$ cat config.mk
export PLATFORM = sky130hd
export DESIGN_NAME = burst_ram_arbiter
export DESIGN_NICKNAME = d
export VERILOG_FILES = /design/src/rtl/burst_ram_pkg.sv /design/src/rtl/burst_ram_cmd_spacer.sv /design/src/rtl/burst_ram_arbiter.sv
export SDC_FILE = /design/constraint.sdc
export NUM_CORES = 1
export LEC_CHECK = 0
export BUFFER_PORTS_ARGS = -buffer_cell sky130_fd_sc_hd__buf_2
export CORE_AREA = 2 2 188 190
export DETAILED_ROUTE_END_ITERATION = 7
export DIE_AREA = 0 0 190 192
export GPL_TIMING_DRIVEN = 0
export PLACE_DENSITY = 0.43
export RECOVER_POWER = 50
export SYNTH_ARGS = -nofsm -noshare
export SYNTH_HDL_FRONTEND = slang
export SYNTH_SLANG_ARGS = --single-unit
$ cat constraint.sdc
create_clock -name clk -period 2.35 [get_ports clk]
set_input_delay 0.3525 -clock clk [delete_from_list [all_inputs] [get_ports clk]]
set_output_delay 0.3525 -clock clk [all_outputs]
set_load 0.005 [all_outputs]
$ cat src/rtl/burst_ram_pkg.sv
// Shared definitions for every master that talks to the burst-RAM (PSRAM) command port.
package burst_ram_pkg;

    localparam logic BR_CMD_READ  = 1'b0;
    localparam logic BR_CMD_WRITE = 1'b1;

    localparam int BURST_BEATS = 4;
    localparam int DEFAULT_COMMAND_DELAY_INTERVAL = 13;

    typedef enum logic [1:0] {
        ARB_IDLE,
        ARB_READ,
        ARB_WRITE
    } arb_state_t;

    typedef enum logic {
        OWNER_A = 1'b0,
        OWNER_B = 1'b1
    } owner_t;

endpackage

$ cat src/rtl/burst_ram_cmd_spacer.sv
// Minimum command spacing timer for a burst-RAM master.
// Loading starts a countdown from DELAY; 'zero' says a new command may be issued.
module burst_ram_cmd_spacer
    import burst_ram_pkg::*;
#(
    parameter int DELAY = DEFAULT_COMMAND_DELAY_INTERVAL
) (
    input  logic clk,
    input  logic rst_n,
    input  logic load,
    output logic zero
);

    localparam int CNT_W = (DELAY < 1) ? 1 : $clog2(DELAY + 1);
    localparam logic [CNT_W-1:0] LOAD_VALUE = CNT_W'(DELAY);

    logic [CNT_W-1:0] count;

    // Reload on every issued command, otherwise count down and rest at zero.
    always_ff @(posedge clk or negedge rst_n) begin
        if (!rst_n) begin
            count <= '0;
        end else if (load) begin
            count <= LOAD_VALUE;
        end else if (count != '0) begin
            count <= count - 1'b1;
        end
    end

    assign zero = (count == '0);

endmodule

$ cat src/rtl/burst_ram_arbiter.sv
// Two-client round-robin arbiter sharing the burst-RAM command/data port between the
// instruction cache (A) and data cache (B). Each burst is granted atomically and the
// PSRAM command spacing is enforced here so the clients need not track it.
module burst_ram_arbiter
    import burst_ram_pkg::*;
#(
    parameter int BURST_RAM_DEPTH_BITWIDTH = 21,
    parameter int COMMAND_DELAY_INTERVAL   = DEFAULT_COMMAND_DELAY_INTERVAL
) (
    input  logic                                clk,
    input  logic                                rst_n,

    input  logic                                a_cmd,
    input  logic                                a_cmd_en,
    output logic                                a_cmd_ready,
    input  logic [BURST_RAM_DEPTH_BITWIDTH-1:0] a_addr,
    input  logic [63:0]                         a_wr_data,
    input  logic [7:0]                          a_data_mask,
    output logic [63:0]                         a_rd_data,
    output logic                                a_rd_data_valid,

    input  logic                                b_cmd,
    input  logic                                b_cmd_en,
    output logic                                b_cmd_ready,
    input  logic [BURST_RAM_DEPTH_BITWIDTH-1:0] b_addr,
    input  logic [63:0]                         b_wr_data,
    input  logic [7:0]                          b_data_mask,
    output logic [63:0]                         b_rd_data,
    output logic                                b_rd_data_valid,

    output logic                                br_cmd,
    output logic                                br_cmd_en,
    output logic [BURST_RAM_DEPTH_BITWIDTH-1:0] br_addr,
    output logic [63:0]                         br_wr_data,
    output logic [7:0]                          br_data_mask,
    input  logic [63:0]                         br_rd_data,
    input  logic                                br_rd_data_valid
);

    localparam int BEAT_W = (BURST_BEATS < 2) ? 1 : $clog2(BURST_BEATS);
    localparam logic [BEAT_W-1:0] LAST_BEAT = BEAT_W'(BURST_BEATS - 1);

    arb_state_t state;
    arb_state_t next_state;

    // last_owner doubles as the current owner while a burst is in flight.
    owner_t last_owner;
    owner_t sel_owner;

    logic              grant;
    logic              grant_cmd;
    logic              spacer_zero;
    logic [BEAT_W-1:0] beat_cnt;

    logic                                sel_cmd;
    logic [BURST_RAM_DEPTH_BITWIDTH-1:0] sel_addr;
    logic [63:0]                         sel_wr_data;
    logic [7:0]                          sel_data_mask;

    burst_ram_cmd_spacer #(
        .DELAY (COMMAND_DELAY_INTERVAL)
    ) u_spacer (
        .clk   (clk),
        .rst_n (rst_n),
        .load  (grant),
        .zero  (spacer_zero)
    );

    assign a_rd_data = br_rd_data;
    assign b_rd_data = br_rd_data;

    assign sel_cmd       = (sel_owner == OWNER_A) ? a_cmd       : b_cmd;
    assign sel_addr      = (sel_owner == OWNER_A) ? a_addr      : b_addr;
    assign sel_wr_data   = (sel_owner == OWNER_A) ? a_wr_data   : b_wr_data;
    assign sel_data_mask = (sel_owner == OWNER_A) ? a_data_mask : b_data_mask;

    // Arbiter state register; an in-flight burst is abandoned on reset.
    always_ff @(posedge clk or negedge rst_n) begin
        if (!rst_n) begin
            state <= ARB_IDLE;
        end else begin
            state <= next_state;
        end
    end

    // Pick a winner in IDLE, steer read-valid to the owner and decide when the burst ends.
    always_comb begin
        next_state      = state;
        grant           = 1'b0;
        grant_cmd       = BR_CMD_READ;
        sel_owner       = last_owner;
        a_cmd_ready     = 1'b0;
        b_cmd_ready     = 1'b0;
        a_rd_data_valid = 1'b0;
        b_rd_data_valid = 1'b0;
        case (state)
            ARB_IDLE: begin
                if (rst_n && spacer_zero && (a_cmd_en || b_cmd_en)) begin
                    grant = 1'b1;
                    if (a_cmd_en && b_cmd_en) begin
                        sel_owner = (last_owner == OWNER_A) ? OWNER_B : OWNER_A;
                    end else if (a_cmd_en) begin
                        sel_owner = OWNER_A;
                    end else begin
                        sel_owner = OWNER_B;
                    end
                    a_cmd_ready = (sel_owner == OWNER_A);
                    b_cmd_ready = (sel_owner == OWNER_B);
                    grant_cmd   = (sel_owner == OWNER_A) ? a_cmd : b_cmd;
                    next_state  = (grant_cmd == BR_CMD_WRITE) ? ARB_WRITE : ARB_READ;
                end
            end
            ARB_READ: begin
                if (last_owner == OWNER_A) begin
                    a_rd_data_valid = br_rd_data_valid;
                end else begin
                    b_rd_data_valid = br_rd_data_valid;
                end
                if (br_rd_data_valid && (beat_cnt == LAST_BEAT)) begin
                    next_state = ARB_IDLE;
                end
            end
            ARB_WRITE: begin
                if (beat_cnt == LAST_BEAT) begin
                    next_state = ARB_IDLE;
                end
            end
            default: begin
                next_state = ARB_IDLE;
            end
        endcase
    end

    // Register the granted command and each write beat towards the RAM; track beats moved.
    always_ff @(posedge clk or negedge rst_n) begin
        if (!rst_n) begin
            br_cmd       <= BR_CMD_READ;
            br_cmd_en    <= 1'b0;
            br_addr      <= '0;
            br_wr_data   <= '0;
            br_data_mask <= '0;
            last_owner   <= OWNER_B;
            beat_cnt     <= '0;
        end else begin
            br_cmd_en <= grant;
            if (grant) begin
                br_cmd       <= sel_cmd;
                br_addr      <= sel_addr;
                br_wr_data   <= sel_wr_data;
                br_data_mask <= sel_data_mask;
                last_owner   <= sel_owner;
                beat_cnt     <= (sel_cmd == BR_CMD_WRITE) ? BEAT_W'(1) : '0;
            end else if (state == ARB_WRITE) begin
                br_wr_data   <= sel_wr_data;
                br_data_mask <= sel_data_mask;
                beat_cnt     <= beat_cnt + 1'b1;
            end else if ((state == ARB_READ) && br_rd_data_valid) begin
                beat_cnt     <= beat_cnt + 1'b1;
            end
        end
    end

endmodule

==> results of run 1 <==
## what timing repair did
| action | CTS | global route |
|---|---|---|
| resized for setup | 6 | 7 |
| endpoints found under the hold margin | 51 | 0 |
| setup endpoints to repair | 90 | 47 |
| pin swaps | 2 | 0 |
| setup buffers | 1 | 2 |
| hold buffers | 3 | 0 |
## path summary, 6_finish.rpt
path / startpoint / to / slack, ns / depth (start not counted)
max in group asynchronous: rst_n / br_cmd$_DFFE_PN0P_ / 0.59 / 3
worst max register to register: u_spacer.count[0]$_DFFE_PN0P_ / br_wr_data[37]$_DFFE_PN0P_ / 0.14 / 9
worst max-delay path: u_spacer.count[0]$_DFFE_PN0P_ / br_wr_data[37]$_DFFE_PN0P_ / 0.14 / 9
min in group asynchronous: rst_n / last_owner$_DFFE_PN1P_ / 0.32 / 2
worst min-delay path: b_addr[16] / br_addr[16]$_DFFE_PN0P_ / 0.23 / 3
worst min register to register: u_spacer.count[0]$_DFFE_PN0P_ / u_spacer.count[3]$_DFFE_PN0P_ / 0.52 / 2
## power groups by stage
stage / clock, mW / combinational (mW) / sequential, mW
after global routing: 1.68 / 4.87 / 3.27
final: 1.53 / 4.38 / 3.15
after floorplan: 0 / 2.50 / 3.21
after CTS: 1.62 / 4.50 / 3.15
after detailed placement: 0 / 4.43 / 3.16
after global placement: 0 / 4.43 / 3.14
## cells by family after synthesis
kind of cell / Yosys count / share of synthesized area [%]
flops: 104 / 45.0
compound gates: 108 / 18.4
mux: 3 / 0.541
xor+xnor: 2 / 0.303
simple gates: 157 / 13.8
buf+inv: 173 / 21.3
fa+ha+maj: 3 / 0.649
## cells in the final DEF (no fill, tap or decap), types with 2 or more instances in the layout
master / n
a21oi_1: 5
a31oi_1: 21
buf_2: 401
buf_4: 46
buf_6: 10
clkbuf_1: 37
clkbuf_16: 9
clkbuf_2: 8
clkbuf_4: 90
clkinv_4: 3
dfrtp_1: 103
ha_1: 2
inv_1: 4
inv_6: 2
mux2i_1: 2
nand2_1: 49
nand2b_1: 2
nor2_1: 28
o21ai_0: 2
o221a_1: 6
o221a_2: 66
or3_1: 72
xnor2_1: 2
## sequential cells by signal (all words and copies together) (netlist names)
signal / count
br_cmd_en: 1
state: 2
br_cmd: 1
u_spacer.count: 4
br_addr: 21
last_owner: 1
br_wr_data: 64
br_data_mask: 8
beat_cnt: 2
## final cells by class
cell class                      instances  area (sq um)
Fill cell                            3727         25500
Sequential cell                       104          2600
Timing Repair Buffer                  426          2120
Multi-Input combinational cell        273          1970
Buffer                                168          1230
Tap cell                              455           569
Clock buffer                            9           225
Clock inverter                          7          56.3
Inverter                                5          18.8
## through the flow
stage	worst slack (ns)	power (mW)	hold slack (ns)	setup TNS [ns]	area, sq um
final	0.143	9.07	0.227	0	8790
after global routing	-0.00184	9.82	0.217	-0.00184	8790
after CTS	0.00321	9.27	0.0233	0	8900
after detailed placement	-0.611	7.59	0.355	-48.05	8490
after global placement	-1.99	7.57	0.508	-255.23	8450
after floorplan	0.455	5.71	0.0569	0	5790
## per-layer routing
metal / track usage [%] / routed length (um) / up-vias
met4: 2.89 / 235 / 0
met2: 22.5 / 12300 / 271
met1: 15.4 / 9960 / 2632
li1: - / - / 2739
met3: 3.07 / 1800 / 12
met5: 0 / 0 / -
## worst max-delay path, delay by kind of cell (launching register included)
kind            cells  cell delay [ns]
compound gates      3             0.54
flops               1             0.39
buf+inv             4             0.66
simple gates        1             0.27
fa+ha+maj           1             0.22
==> impl_metrics.toml, run 1 <==
[global_route]
grt_pass1_wl_um = 34600
grt_overflow = 0
grt_pass1_vias = 5620
antenna_found_initial = 1
grt_max_degree = 53
grtUsageTotal_pct = 12.7

[die]
core-area_sq_um = 34300
die_x_um = 190
initial_utilization_pct = 16.9
rows = 68
io_pins = 484
die-height_um = 192
dieArea_sq_um = 36500

[power]
intPower_mw = 5.90
combPwrFrac_pct = 48.4
seqPwrFrac_pct = 34.8
p_sw_share_pct = 35.0
clockPowerShare_pct = 16.9
power_switching_mw = 3.17
ir_worst_vdd_uv = 366
p_leak_nw = 4.38
power_density_nw_per_um2 = 1030

[run]
cap_violations = 0

[finish]
syn_to_final_growth_pct = 51.9
final_core_util_pct = 25.6
nets = 1247
diodes = 0
drive_gt1_share_pct = 65.3
fin_cells = 1447

[setup_path]
slowest_stage = "dfrtp_1"
critPathKind = "reg -> reg"
critPathMaxFanout = 10
critPathArrivalTime_ns = 2.46
end_kind = "flop"
start_kind = "flop"
slowest_delay_ns = 0.39
path_cells = "inv_1, ha_2, nor3b_4, o211ai_4, inv_2, a22oi_2, buf_12, clkbuf_4, o221a_2"
cp.required_ns = 2.60

[worst_hold_path]
hold_path.class = "in -> reg"

[synth]
synthFlopType = "dfrtp_1"
synth_top_area_share_pct = 44.6
synth_cells = 550
synthTopCellsByArea = "dfrtp_1 45%, buf_4 17%, o221a_2 13%, or3_1 7.8%, nand2_1 3.2%"
ys_types = 35
synth_common_cells = "130 x buf_4, 103 x dfrtp_1, 72 x or3_1"
yosysWarningCount = 0
synth-seq-area-share_pct = 45.0
synth_area_sq_um = 5790
synth_edf_count = 0
synth.most_common_cell = "buf_4"
yosysTopAreaCell = "dfrtp_1"
ys_ff_latch = 104
synthArstFlopShare_pct = 100
synth_nets = 810
postSynthAreaPerCell_sq_um = 10.5

[sta]
drv_slew = 0
fin_crit_ns = 2.21
fin_worst_skew_ns = 0.00448
hold_violations = 0
tightest_slew_ns = 1.44
slew_headroom_pct = 4.09
period_share_pct = 93.9
setup_violations = 0
fmax_mhz = 453

[clocking]
cts_max_path_buffers = 2
clock_latency_ns = 0.37
cts.sinks = 104
numCtsBuffers = 9
clockRootBuffer = "clkbuf_16"
htreeDepth = 3
tritoncts = "yes"
clkTransAtPathRegs_ns = 0.08

[place]
hpwl_um = 18800
port_buffers = 419
dp.cells = 1425
gp_congestion = 0.773

[route]
wire_per_inst_um = 16.8
vias_per_cell = 3.91
drt-total-wl_um = 24300
initialDrtViolationCount = 175
drc = 0
first_pass_iters = 4
vias = 5654
antenna_left = 0

[outcome]
status = "completed"
No activity file was read; power rests on OpenSTA's default activity.
==> run 2: changes to the inputs <==
--- a/config.mk
+++ b/config.mk
@@ -9,7 +9,7 @@
 export CORE_AREA = 2 2 188 190
 export DETAILED_ROUTE_END_ITERATION = 7
 export DIE_AREA = 0 0 190 192
-export GPL_TIMING_DRIVEN = 0
+export GPL_TIMING_DRIVEN = 1
 export PLACE_DENSITY = 0.43
 export RECOVER_POWER = 50
 export SYNTH_ARGS = -nofsm -noshare
==> impl_metrics.toml, run 2 (synthesis results as in run 1) <==
[die]
die-height_um = 192
initial_utilization_pct = 16.9
die_x_um = 190
rows = 68
dieArea_sq_um = 36500
core-area_sq_um = 34300
io_pins = 484

[outcome]
status = "complete, but fails checks"
violations = "capacitance limit, slew limit"

[power]
clockPowerShare_pct = 18.1
ir_worst_vdd_uv = 360
seqPwrFrac_pct = 36.4
combPwrFrac_pct = 45.6
p_sw_share_pct = 34.1
p_leak_nw = 3.29
power_density_nw_per_um2 = 1220
intPower_mw = 5.75
power_switching_mw = 2.98

[setup_path]
critPathArrivalTime_ns = 1.85
start_kind = "flop"
critPathMaxFanout = 5
slowest_delay_ns = 0.40
path_cells = "inv_1, ha_4, nor3b_4, o211ai_2, buf_4, nor2_2, buf_2"
cp_num_buf_inv = 3
slowest_stage = "dfrtp_1"
end_kind = "output pin"
crit_family = "buffers and inverters"
critPathKind = "reg -> out"
cp.required_ns = 2.00

[global_route]
grt_max_degree = 105
grt_pass1_vias = 4703
antenna_found_initial = 1
grt_pass1_wl_um = 28600
grt_overflow = 0
grtUsageTotal_pct = 10.4

[finish]
fillerInstances = 3768
drive_gt1_share_pct = 56.6
diodes = 0
nets = 960
final_core_util_pct = 20.8
largest_register = "br_wr_data"
largest_reg_flops = 64
mostFrequentLayoutCells = "290 x buf_2, 103 x dfrtp_1, 72 x or3_1"
syn_to_final_growth_pct = 23.2
reg_top3 = "br_wr_data x64, br_addr x21, br_data_mask x8"
final_common_cell = "buf_2"

[sta]
period_share_pct = 93.6
tightest_slew_ns = 1.58
drv_slew = 105
hold_violations = 0
setup_violations = 0
whs_ns = 0.222
fin_worst_skew_ns = 0.00859
slew_headroom_pct = -5.01
fmax_mhz = 455
fin_crit_ns = 2.20

[clocking]
numCtsBuffers = 9
tritoncts = "yes"
clockRootBuffer = "clkbuf_16"
cts.sinks = 104
htreeDepth = 3
cts_hold_buffers = 0
clock_latency_ns = 0.37
cts_max_path_buffers = 2
clkTransAtPathRegs_ns = 0.08

[place]
gp_congestion = 0.750
hpwl_um = 13900
port_buffers = 291

[route]
vias = 4669
antenna_left = 0
first_pass_iters = 4
vias_per_cell = 4.03
drt-total-wl_um = 19500
initialDrtViolationCount = 243
wire_per_inst_um = 16.8
drc = 0

[worst_hold_path]
hold_path.class = "in -> reg"

[run]
cap_violations = 1
-- run 2: cell types whose count changed in the layout (fill, tap and decap cells not counted), moves of 8 or more --
cell / previous run / this run
buf_2: 401 / 290
clkbuf_4: 90 / 1
buf_4: 46 / 8
clkbuf_1: 37 / 1
buf_6: 10 / 0
clkbuf_2: 8 / 0
-- run 2: through the flow --
stage                     cells  setup TNS, ns  setup slack, ns  area (sq um)  total power, mW
after floorplan             550              0            0.455          5790             5.71
after global placement     1142              0            0.280          6810             7.18
after detailed placement   1142              0            0.229          6810             7.21
after CTS                  1158              0          0.00384          7110             8.88
after global routing       1160        -0.0151          -0.0151          7130             9.44
final                      1160              0            0.151          7130             8.73
-- run 2: timing repair --
| item | CTS | global route |
|---|---|---|
| resized for setup | 1 | 3 |
| setup endpoints to repair | 1 | 2 |
| buffers inserted | 0 | 2 |
| endpoints found under the hold margin | 0 | 0 |
| pin swaps | 0 | 2 |
-- run 2: routing by layer --
| metal | global-route usage (%) | part of all wire, % |
|---|---|---|
| met1 | 12.4 | 41 |
| met2 | 15.8 | 45 |
| met3 | 4.26 | 10 |
| met4 | 5.72 | 3.7 |
| met5 | 0 | 0 |
-- run 2: worst register-to-register path, cell delays in order (launching register included) --
cell and delay, ns:
dfrtp_1 0.40, inv_1 0.15, ha_4 0.17, nor3b_4 0.21
o211ai_2 0.12, buf_4 0.15, clkinv_2 0.11, a22oi_2 0.11
buf_12 0.18, buf_12 0.18, o221a_2 0.26
-- run 2: power by group through the flow --
stage | clock (mW) | combinational, mW | sequential [mW]
after global routing | 1.73 | 4.42 | 3.29
final | 1.58 | 3.98 | 3.17
after CTS | 1.67 | 4.03 | 3.18
after global placement | 0 | 3.96 | 3.21
after detailed placement | 0 | 4.01 | 3.19
after floorplan | 0 | 2.50 | 3.21
-- run 2: final timing paths --
| check | startpoint | to | slack, ns | cells past startpoint |
|---|---|---|---|---|
| worst min register to register | br_cmd$_DFFE_PN0P_ | br_cmd$_DFFE_PN0P_ | 0.54 | 2 |
| worst max-delay path | u_spacer.count[0]$_DFFE_PN0P_ | a_cmd_ready | 0.15 | 7 |
| worst min-delay path | a_addr[2] | br_addr[2]$_DFFE_PN0P_ | 0.22 | 3 |
| max in group asynchronous | rst_n | br_addr[10]$_DFFE_PN0P_ | 0.67 | 2 |
| min in group asynchronous | rst_n | br_wr_data[14]$_DFFE_PN0P_ | 0.67 | 2 |
| worst max register to register | u_spacer.count[0]$_DFFE_PN0P_ | br_wr_data[51]$_DFFE_PN0P_ | 0.19 | 10 |
-- run 2: layout make-up --
class	instances	area, sq um	share of cell area (%)
multi-input cells	273	1980	27.7
flip-flops and latches	104	2600	36.5
clock buffers	10	239	3.35
inverters	5	20.0	0.281
repair buffers	307	1660	23.3
well taps	455	569	7.99
clock inverters	6	56.3	0.790
==> run 3: changes to the inputs <==
--- a/config.mk
+++ b/config.mk
@@ -6,12 +6,13 @@
 export NUM_CORES = 1
 export LEC_CHECK = 0
 export BUFFER_PORTS_ARGS = -buffer_cell sky130_fd_sc_hd__buf_2
-export CORE_AREA = 2 2 188 190
+export CORE_AREA = 2 2 191 193
 export DETAILED_ROUTE_END_ITERATION = 7
-export DIE_AREA = 0 0 190 192
+export DIE_AREA = 0 0 193 195
 export GPL_TIMING_DRIVEN = 1
-export PLACE_DENSITY = 0.43
+export PLACE_DENSITY = 0.47
 export RECOVER_POWER = 50
 export SYNTH_ARGS = -nofsm -noshare
 export SYNTH_HDL_FRONTEND = slang
+export SYNTH_HIERARCHICAL = 1
 export SYNTH_SLANG_ARGS = --single-unit
==> impl_metrics.toml, run 3 <==
[outcome]
status = "complete, but fails checks"
violations = "capacitance limit, slew limit"

[die]
dieArea_sq_um = 37600
die-height_um = 195
rows = 69
initial_utilization_pct = 21.4
io_pins = 484
core-area_sq_um = 35400
die_x_um = 193

[worst_hold_path]
hp-start = "a_addr[3]"
hold_path_depth = 3
hold_path.class = "in -> reg"

[clocking]
clkTransAtPathRegs_ns = 0.08
htreeDepth = 3
numCtsBuffers = 9
cts_max_path_buffers = 2
cts.sinks = 104
clockRootBuffer = "clkbuf_16"
cts_hold_buffers = 0
clock_latency_ns = 0.37
tritoncts = "yes"

[finish]
fillerInstances = 3937
syn_to_final_growth_pct = 17.9
nets = 1326
final_common_cell = "buf_2"
largest_register = "br_wr_data"
mostFrequentLayoutCells = "288 x buf_2, 189 x nand2_1, 102 x dfrtp_1"
largest_reg_flops = 64
drive_gt1_share_pct = 33.3
reg_top3 = "br_wr_data x64, br_addr x21, br_data_mask x8"
fin_cells = 1533

[synth]
synth_cells = 932
synth_top_area_share_pct = 34.0
ys_ff_latch = 104
synth-seq-area-share_pct = 34.4
synth_common_cells = "190 x nand2_1, 144 x buf_4, 103 x dfrtp_1"
synth_edf_count = 0
synthArstFlopShare_pct = 100
synthFlopType = "dfrtp_1"
ys_types = 36
synthTopCellsByArea = "dfrtp_1 34%, buf_4 14%, mux2i_1 9.9%, nand2_1 9.4%, a31oi_1 6.6%"
yosysTopAreaCell = "dfrtp_1"
yosysWarningCount = 6
synth_nets = 1191
synth_area_sq_um = 7580
synth.most_common_cell = "nand2_1"
postSynthAreaPerCell_sq_um = 8.13

[setup_path]
slowest_stage = "or3_4"
crit_family = "simple AND/OR/NAND/NOR gates"
cp_num_buf_inv = 2
slowest_delay_ns = 0.39
cp.required_ns = 2.00
end_kind = "output pin"
rr_worst_depth = 10
critPathArrivalTime_ns = 1.91
critPathMaxFanout = 4
startpoint = "u_spacer/count[1]$_DFFE_PN0P_"
r2r_start = "u_spacer/count[1]$_DFFE_PN0P_"
start_kind = "flop"
critPathKind = "reg -> out"
cp.depth = 7
path_cells = "inv_1, ha_2, nor3b_4, o211ai_1, or3_4, nor2_4, buf_6"

[route]
initialDrtViolationCount = 317
vias_per_cell = 4.51
drc = 0
wire_per_inst_um = 17.2
first_pass_iters = 4
antenna_left = 0
vias = 6918
drt-total-wl_um = 26300

[global_route]
met3_usage_pct = 3.97
grt_max_degree = 105
antenna_found_initial = 2
busiest_layer = "met2"
use_met2_pct = 22.2
grtUsageTotal_pct = 13.3
grt_overflow = 0
grt_pass1_vias = 6719
grtUsageMet1_pct = 16.1
grt_pass1_wl_um = 38600

[sta]
slew_headroom_pct = -6.72
setup-tns-final_ns = 0
setup_violations = 0
fin_worst_skew_ns = 0.0125
period_share_pct = 96.2
fmax_mhz = 442
tightest_slew_ns = 1.60
hold_violations = 0
rsz0062_at_grt = "no"
fin_crit_ns = 2.26
drv_slew = 105

[place]
gp_congestion = 0.728
dp.cells = 1509
port_buffers = 291
hpwl_um = 17500

[power]
power_switching_mw = 4.64
p_sw_share_pct = 42.4
p_leak_nw = 4.27
clockPowerShare_pct = 14.3
ir_worst_vdd_uv = 475
seqPwrFrac_pct = 31.8
combPwrFrac_pct = 54.0
power_density_nw_per_um2 = 1220
intPower_mw = 6.31

[run]
cap_violations = 1
run 3: area by class of cell:
cell class | count | area [sq um] | area share [%]
clock buffers | 10 | 229 | 2.56
multi-input cells | 628 | 3660 | 41.0
inverters | 7 | 28.8 | 0.322
flip-flops and latches | 104 | 2610 | 29.2
diodes | 1 | 2.50 | 0.0280
well taps | 461 | 577 | 6.45
repair buffers | 317 | 1780 | 19.9
clock inverters | 5 | 50.0 | 0.560
run 3: power groups by stage:
stage	registers (mW)	clock network (mW)	logic (mW)
2_1_floorplan	3.46	0	3.79
3_3_place_gp	3.49	0	5.80
3_5_place_dp	3.50	0	5.93
4_1_cts	3.48	1.65	6.01
5_1_grt	3.60	1.70	6.64
6_report	3.48	1.56	5.91
run 3: worst reg2reg max path: cells and delay by family, from the launching register on:
| family | cells | cell delay [ns] |
|---|---|---|
| simple gates | 3 | 0.64 |
| buf+inv | 4 | 0.47 |
| flops | 1 | 0.38 |
| mux | 1 | 0.29 |
| fa+ha+maj | 1 | 0.17 |
| compound gates | 1 | 0.13 |
run 3: path summary, 6_finish.rpt:
path | to | slack [ns]
setup / recovery | a_cmd_ready | 0.09
hold / removal | br_addr[3]$_DFFE_PN0P_ | 0.23
setup reg to reg | u_spacer/count[1]$_DFFE_PN0P_ | 0.14
hold reg to reg | beat_cnt[1]$_DFFE_PN0P_ | 0.55
max in group asynchronous | state[0]$_DFFE_PN0P_ | 0.66
min in group asynchronous | br_wr_data[44]$_DFFE_PN0P_ | 0.55
run 3: cells by family after synthesis:
group,Yosys count,synth area share (%)
simple gates,301,17.8
mux,76,10.1
fa+ha+maj,2,0.330
xor+xnor,1,0.116
compound gates,248,19.3
flops,104,34.4
buf+inv,200,18.0
run 3: timing repair:
item                       CTS  global route
setup endpoints to repair    2             5
buffers inserted             7             1
pin swaps                    4             3
gates resized for setup      9             0
run 3: layer usage:
layer	vias up	part of all wire, %
met1	3264	42
met4	2	2.2
met3	49	8.3
li1	3323	-
met5	-	0.049
met2	280	48
run 3: metrics by stage:
step	cell area (sq um)	setup slack (ns)	hold slack [ns]	utilization [%]	total power, mW
6_report	8940	0.0900	0.228	25.2	10.9
5_1_grt	8930	0.00677	0.212	25.2	11.9
4_1_cts	8940	0.00163	0.162	25.3	11.1
3_5_place_dp	8570	0.0723	0.523	24.2	9.43
3_3_place_gp	8570	0.100	0.509	24.2	9.29
2_1_floorplan	7580	0.112	0.0569	-	7.25
